--- src/rtl/event_hold_latch.sv ---
// event_hold_latch: multi-channel event capture and stretch with a one-deep per-channel queue
// Ports:
//   CLK         single clock, all state on rising edge
//   RST_N       asynchronous active-low reset
//   IN[W]       per-channel event input, sampled each edge
//   ACK[W]      per-channel release acknowledge (only used when STICKY=1)
//   CLR_MISSED  clears all MISSED bits (a same-cycle new miss wins)
//   OUT[W]      per-channel stretched event, high while the channel is not IDLE
//   MISSED[W]   sticky overflow flag, set when an event arrives with one already queued
//   BUSY        OR of OUT
// Optional: define EVENT_HOLD_EDGE_EN to count only rising edges of IN as events.
module event_hold_latch #(
  parameter int WIDTH  = 8,
  parameter int HOLD   = 4,
  parameter int STICKY = 0
) (
  input  logic             CLK,
  input  logic             RST_N,
  input  logic [WIDTH-1:0] IN,
  input  logic [WIDTH-1:0] ACK,
  input  logic             CLR_MISSED,
  output logic [WIDTH-1:0] OUT,
  output logic [WIDTH-1:0] MISSED,
  output logic             BUSY
);
  localparam int CW = $clog2(HOLD + 1);
  localparam logic [1:0] S_IDLE = 2'd0;
  localparam logic [1:0] S_HOLD = 2'd1;
  localparam logic [1:0] S_WAIT = 2'd2;

  if (WIDTH < 1 || HOLD < 1) begin : g_bad_cfg
    $fatal(1, "event_hold_latch: WIDTH and HOLD must both be >= 1");
  end

  logic [WIDTH-1:0] ev;

`ifdef EVENT_HOLD_EDGE_EN
  logic [WIDTH-1:0] prev_in;
  always_ff @(posedge CLK or negedge RST_N)
    if (!RST_N) prev_in <= '0;
    else prev_in <= IN;
  assign ev = IN & ~prev_in;
`else
  assign ev = IN;
`endif

  for (genvar i = 0; i < WIDTH; i++) begin : g_ch
    logic [1:0]    state, state_n;
    logic [CW-1:0] cnt, cnt_n;
    logic          pend, pend_n, miss, miss_n, idle, trig;
    always_comb begin
      idle    = state == S_IDLE;
      trig    = ev[i] | pend;
      state_n = idle ? (trig ? S_HOLD : S_IDLE) :
                state == S_HOLD ? (cnt != '0 ? S_HOLD : (STICKY != 0 ? S_WAIT : S_IDLE)) :
                ACK[i] ? S_IDLE : S_WAIT;
      cnt_n   = (idle && trig) ? CW'(HOLD - 1) : (cnt != '0 ? cnt - CW'(1) : '0);
      // Leaving IDLE consumes the queued event; a simultaneous new event re-arms the queue.
      pend_n  = idle ? (pend & ev[i]) : (pend | ev[i]);
      miss_n  = (!idle && ev[i] && pend) || (miss && !CLR_MISSED);
    end
    always_ff @(posedge CLK or negedge RST_N)
      if (!RST_N) begin
        state <= S_IDLE;
        cnt   <= '0;
        pend  <= 1'b0;
        miss  <= 1'b0;
      end else begin
        state <= state_n;
        cnt   <= cnt_n;
        pend  <= pend_n;
        miss  <= miss_n;
      end
    assign OUT[i]    = state != S_IDLE;
    assign MISSED[i] = miss;
  end

  assign BUSY = |OUT;
endmodule
--- config.mk ---
export PLATFORM = sky130hd
export DESIGN_NAME = event_hold_latch
export DESIGN_NICKNAME = d
export VERILOG_FILES = /design/src/rtl/event_hold_latch.sv
export SDC_FILE = /design/constraint.sdc
export NUM_CORES = 1
export LEC_CHECK = 0
export ABC_AREA = 1
export ABC_CLOCK_PERIOD_IN_PS = 2650
export BUFFER_PORTS_ARGS = -buffer_cell sky130_fd_sc_hd__buf_2
export CAP_MARGIN = 15
export CORE_AREA = 2 2 82 84
export CTS_CLUSTER_SIZE = 30
export DETAILED_ROUTE_END_ITERATION = 12
export DIE_AREA = 0 0 84 86
export GPL_TIMING_DRIVEN = 0
export PLACE_DENSITY = 0.58
export SETUP_SLACK_MARGIN = 0.4
export SYNTH_ARGS = -nofsm -noshare
export SYNTH_HDL_FRONTEND = slang
export SYNTH_SLANG_ARGS = --single-unit
--- constraint.sdc ---
create_clock -name CLK -period 2.65 [get_ports CLK]
set_input_delay 0.1325 -clock CLK [delete_from_list [all_inputs] [get_ports CLK]]
set_output_delay 0.1325 -clock CLK [all_outputs]
set_load 0.005 [all_outputs]
==> results by group, run 1 <==
Synthesis
  – YS warnings: 0
  – Mean Syn Cell Area: 9.703 um^2
  – Distinct cells, synth: 16
  – Post-synthesis sequential area ratio: 57.08%
  – #FFs+latches synth: 56
  – Gate Count Post-Synth: 253
  – Syn Nets: 282
  – Synthesized area: 2455 um^2

Die
  – Die ar.: 7224 um^2
  – Die width: 84 um
  – Die Ht: 86 um
  – Initial core utilization: 39.11%
  – Core ar.: 6277 um^2
  – FP Rows: 29
  – Io pins: 36

Critical path
  – Most used cell, CP: nand2_1
  – Cell count of the worst reg-to-reg path: 4
  – Setup CP Type: reg2out
  – CP Data Arrival Time: 1.33 ns
  – Crit path launch type: flop
  – Critical path peak fanout: 6
  – CP top delay family: simple AND/OR/NAND/NOR gates
  – Worst Path Required: 2.52 ns
  – CP max stage delay: 0.42 ns
  – Worst path slowest cell: dfrtp_1
  – CP Cell Sequence: nor2_4, nand2_1, nor2_1, nand2_1, buf_2
  – CP Buf/Inv Count: 1
  – CP endpoint kind: output port
  – Critical path depth: 5

Timing
  – Minimum clock period: 1.459 ns
  – RSZ-0062 raised after global routing: false
  – Post-route clock period utilization: 55.05%
  – Final Max Slew Viols: 0
  – Setup tns final: 0 ns
  – Worst Clk Skew: 0.007795 ns
  – Final Hold Fails: 0
  – Slew @ Worst Pin: 0.7050 ns
  – Normalized max-slew margin: 53.00%
  – Fmax: 685.5 MHz
  – Finish-stage setup viols: 0

Routing
  – Routed WL per cell: 10.55 um
  – # DRC: 0
  – Via count: 1692
  – Remaining antenna violation count: 0
  – Final Routed Wirelength: 4019 um
  – Iter 0 DRT Violations: 90
  – Routed vias/inst: 4.441
  – DRT Pass-1 Iters: 4

Global route
  – Overall Global Routing Usage: 12.40%
  – Gr ovfl total: 0
  – Number of global-route vias before repair: 1608
  – Largest net degree at the start of global routing: 31
  – Initial antenna violation count: 0
  – Global-route wire length before repair: 7134 um

Cells and area
  – Fillers: 617
  – N_diodes: 0
  – Fin nets: 333
  – Area Growth Syn to Fin: 18.50%
  – Commonest non-fill, non-tap cells in the layout: dfrtp_1 (56), nand2_1 (48), inv_1 (40)
  – Commonest non-fill, non-tap cell in the layout: dfrtp_1
  – Post-route cell area: 2909 um^2
  – Share of post-route cells with drive strength above 1: 21.71%
  – Fin util: 46.34%
  – Final std cells w/o fill: 381

CTS
  – CTS max path bufs: 2
  – Inserted Clock Buffers: 5
  – CTS H-tree lvls: 2
  – Post-CTS Setup Bufs: 0
  – Root Buffer: clkbuf_8
  – Worst-Skew Late Latency: 0.31 ns
  – Clk sink count: 56
  – Clock Pin Slew Worst Setup and Hold Paths: 0.09 ns
  – CTS tree: built

Placement
  – RePlAce Congestion: 0.6765
  – Area after DPL: 2741 um^2
  – Post-DP HPWL: 2908 um
  – Port Buf Inserts: 34
  – Placed Cells: 365

Job
  – Max-cap violations: 0

Power
  – Max VDD drop: 0.4277 mV
  – PwrDens: 1038 nW/um^2
  – LEAKAGE: 1.422 nW

Status
  – Status: finished, final reports clean

Min path
  – Worst Hold Depth: 3
  – Tightest Hold Check Type: in2reg
-- synth_stat cells --
library cell	number	area, um^2
o21ai_0	17	85.08
inv_1	40	150.1
buf_2	1	5.000
nand2_1	48	180.2
buf_4	8	60.06
o21ai_2	8	70.07
o22ai_1	8	50.05
nor2_4	8	90.09
dfrtp_1	56	1401
nor3_1	2	10.01
a21oi_1	1	5.000
nor2_1	24	90.09
nor3b_1	5	37.54
and2_1	8	50.05
nand3_1	9	45.04
ha_1	10	125.1
-- power by group --
part	internal (mW)	switching, mW	total (mW)
clock network	0.181	0.260	0.441
registers	1.21	0.259	1.47
logic	0.520	0.592	1.11
-- kinds of logic (layout without fill, tap and decap cells) --
kind of cell / count (synthesis) / in the layout / synth area share, %
simple gates: 104 / 104 / 20.49
flops: 56 / 56 / 57.08
buf+inv: 49 / 100 / 8.766
compound gates: 34 / 34 / 8.563
fa+ha+maj: 10 / 10 / 5.097
-- registers in the layout (all words and copies together) (netlist names) --
register    count
g_ch.miss       8
g_ch.cnt       24
g_ch.pend       8
g_ch.state     16
-- per-layer routing --
metal / track usage (%) / wire length (um) / vias up
met1: 16.79 / 1964 / 775
met3: 2.791 / 158 / 7
met4: 5.279 / 68 / 0
li1: - / - / 879
met5: 0 / 0 / -
met2: 19.35 / 1827 / 31
-- path summary, 6_finish.rpt --
| path | slack, ns | endpoint | start |
|---|---|---|---|
| max | 1.19 | BUSY | g_ch[7].state[1] |
| min | 0.09 | g_ch[5].pend | IN[5] |
| max reg2reg | 1.56 | g_ch[3].cnt[2] | g_ch[3].cnt[0] |
| min reg2reg | 0.49 | g_ch[4].cnt[0] | g_ch[4].cnt[0] |
| max in group asynchronous | 1.65 | g_ch[0].cnt[2] | RST_N |
| min in group asynchronous | 0.40 | g_ch[7].state[1] | RST_N |
-- stage by stage --
step	setup slack (ns)	hold slack, ns	power (mW)
final	1.191	0.09305	3.019
after global routing	1.094	0.1075	3.313
after CTS	1.155	0.09040	3.080
after detailed placement	1.496	0.2303	2.622
after global placement	1.346	0.2861	2.579
after floorplan	1.656	-0.1631	2.257
-- repair_timing --
action / in CTS / in global routing
gates resized for setup: 0 / 0
hold endpoints to repair: 37 / 0
hold buffers: 9 / 0
-- worst min-delay path: cells and delay by family --
family / cells / cell delay, ns
AND/OR/NAND/NOR: 1 / 0.06
AO/OA/AOI/OAI: 1 / 0.06
buffers and inverters: 1 / 0.11
-- cell type report --
class / instances / area (um^2) / area share (%)
multi-input cells: 148 / 838.3 / 28.82
flip-flops and latches: 56 / 1401 / 48.17
repair buffers: 44 / 280.3 / 9.634
clock inverters: 1 / 5.005 / 0.1720
inverters: 40 / 150.1 / 5.161
plain buffers: 9 / 65.06 / 2.237
clock buffers: 6 / 72.57 / 2.495
well taps: 77 / 96.34 / 3.312
Note: power is estimated with default switching activity, not from simulation.
==> inputs of run 2 (changes only) <==
--- a/config.mk
+++ b/config.mk
@@ -6,7 +6,7 @@
 export NUM_CORES = 1
 export LEC_CHECK = 0
 export ABC_AREA = 1
-export ABC_CLOCK_PERIOD_IN_PS = 2650
+export ABC_CLOCK_PERIOD_IN_PS = 1400
 export BUFFER_PORTS_ARGS = -buffer_cell sky130_fd_sc_hd__buf_2
 export CAP_MARGIN = 15
 export CORE_AREA = 2 2 82 84
==> constraint.sdc (replaced) <==
create_clock -name CLK -period 1.4 [get_ports CLK]
set_input_delay 0.07 -clock CLK [delete_from_list [all_inputs] [get_ports CLK]]
set_output_delay 0.07 -clock CLK [all_outputs]
set_load 0.005 [all_outputs]
==> results by group, run 2 (synthesis gave the netlist of run 1 again) <==
Cells and area
  – N_diodes: 0 (unchanged)
  – Commonest non-fill, non-tap cell in the layout: dfrtp_1
  – Max reg flops: 24 (unchanged)
  – Area Growth Syn to Fin: 37.16%
  – Largest reg by FF count: g_ch.cnt
  – Post-route cell area: 3367 um^2 (+16%)
  – Fin nets: 359 (+7.8%)
  – Largest registers: g_ch.cnt: 24 flops, g_ch.state: 16 flops
  – Fillers: 582 (-5.7%)
  – Share of post-route cells with drive strength above 1: 36.36% (+15 points)
  – Commonest non-fill, non-tap cells in the layout: dfrtp_1 (56), nand2_1 (46), inv_1 (36)

Global route
  – Overall Global Routing Usage: 13.52% (+1.1 points)
  – Gr ovfl total: 0 (unchanged)
  – Largest net degree at the start of global routing: 31 (unchanged)
  – Global-route wire length before repair: 7803 um (+9.4%)
  – Number of global-route vias before repair: 1758 (+9.3%)
  – Initial antenna violation count: 0 (unchanged)

CTS
  – Clock Pin Slew Worst Setup and Hold Paths: 0.09 ns (about the same)
  – CTS max path bufs: 2 (unchanged)
  – Root Buffer: clkbuf_8
  – Worst-Skew Late Latency: 0.30 ns (about the same)
  – CTS tree: built
  – Inserted Clock Buffers: 5 (unchanged)
  – CTS H-tree lvls: 2 (unchanged)
  – Clk sink count: 56 (unchanged)

Die
  – Die width: 84 um (unchanged)
  – Core ar.: 6277 um^2 (unchanged)
  – Die Ht: 86 um (unchanged)
  – Initial core utilization: 39.11% (unchanged)
  – Io pins: 36 (unchanged)
  – FP Rows: 29 (unchanged)
  – Die ar.: 7224 um^2 (unchanged)

Placement
  – Area after DPL: 2741 um^2 (unchanged)
  – RePlAce Congestion: 0.6765 (unchanged)
  – Port Buf Inserts: 34 (unchanged)
  – Post-DP HPWL: 2908 um (unchanged)

Timing
  – RSZ-0062 raised after global routing: true
  – Worst Clk Skew: 0.004476 ns (-0.003320 ns)
  – Setup tns final: 0 ns (unchanged)
  – Post-route clock period utilization: 93.96%
  – Slew @ Worst Pin: 0.4395 ns (-0.2654 ns)
  – Normalized max-slew margin: 70.70% (+18 points)
  – Fmax: 760.2 MHz
  – Final Hold Fails: 0 (unchanged)
  – Minimum clock period: 1.315 ns
  – Finish-stage setup viols: 0 (unchanged)
  – Final Max Slew Viols: 0 (unchanged)

Routing
  – Final Routed Wirelength: 4504 um (+12%)
  – Iter 0 DRT Violations: 108 (+20%)
  – Routed vias/inst: 4.533 (+2.1%)
  – DRT Pass-1 Iters: 4 (unchanged)
  – Remaining antenna violation count: 0 (unchanged)
  – Routed WL per cell: 11.07 um (+4.9%)
  – Via count: 1845 (+9.0%)
  – # DRC: 0 (unchanged)

Critical path
  – Most used cell, CP: nand2_1
  – Setup slack, reg-to-reg: 0.31 ns (-1.25 ns)
  – CP Data Arrival Time: 1.25 ns (-0.08 ns)
  – Worst path slowest cell: dfrtp_1
  – CP Buf/Inv Count: 1 (unchanged)
  – CP Cell Sequence: nor2_4, nand2_1, nor2_1, nand2_1, buf_2
  – Critical path peak fanout: 2 (-4)
  – Crit path launch type: flop
  – CP endpoint kind: output port
  – CP top delay family: flip-flops
  – Worst Path Required: 1.33 ns (-1.19 ns)
  – Setup CP Type: reg2out
  – CP max stage delay: 0.42 ns (about the same)

Power
  – Total power: 7.116 mW (+140%)
  – LEAKAGE: 1.612 nW (+13%)
  – Max VDD drop: 0.9590 mV (+120%)
  – PwrDens: 2114 nW/um^2 (+100%)

Job
  – Max-cap violations: 0 (unchanged)

Min path
  – Tightest Hold Check Type: in2reg

Status
  – Status: finished, final reports clean
==> run 2: metrics by stage <==
stage          hold WS [ns]  instances  utilization (%)  setup slack (ns)
2_1_floorplan       -0.2256        253                -            0.4064
6_report            0.04121        407            53.64           0.08461
5_1_grt             0.04093        407            53.64           0.01044
3_5_place_dp         0.1678        365            43.67            0.3080
3_3_place_gp         0.2236        364            43.35            0.1580
4_1_cts             0.02997        397            50.47           0.05394
==> run 2: worst reg2reg max path, cell delays in order, from the launching register on <==
cell and delay, ns:
dfrtp_1 0.41, nor2_4 0.14, buf_6 0.13, buf_6 0.11
o21ai_4 0.06, and2_4 0.13
==> run 2: cell type report <==
type	instances	area, um^2	area share (%)
buffer	9	95.09	2.824
inverter	40	152.6	4.534
multi-input combinational	148	962.2	28.58
clock inverter	1	5.005	0.1486
tap	77	96.34	2.861
sequential	56	1401	41.62
timing repair buffer	70	581.8	17.28
clock buffer	6	72.57	2.155
==> run 2: layer usage <==
layer / wire [um] / global-route usage, %
met5: 0 / 0
met4: 74 / 5.279
met3: 168 / 2.887
met2: 2181 / 21.53
met1: 2080 / 18.22
==> run 2: worst paths after layout <==
kind,start,end,depth (start not counted)
min,IN[7],g_ch[7].state[0],3
min in group asynchronous,RST_N,g_ch[7].cnt[0],2
min reg2reg,g_ch[6].cnt[2],g_ch[6].cnt[1],2
max reg2reg,g_ch[3].state[0],g_ch[3].cnt[2],5
max in group asynchronous,RST_N,g_ch[1].cnt[2],3
max,g_ch[7].state[0],BUSY,5
==> run 2: power by group <==
part / switching (mW) / internal, mW
registers: 0.580 / 2.29
clock network: 0.489 / 0.342
logic: 1.48 / 1.94
total: 2.55 / 4.57
==> run 2: timing repair <==
action	in CTS	in global routing
setup endpoints to repair	23	72
setup buffers	16	10
gates resized for setup	35	40
hold endpoints to repair	37	0
hold buffers	9	0
pin swaps	11	14
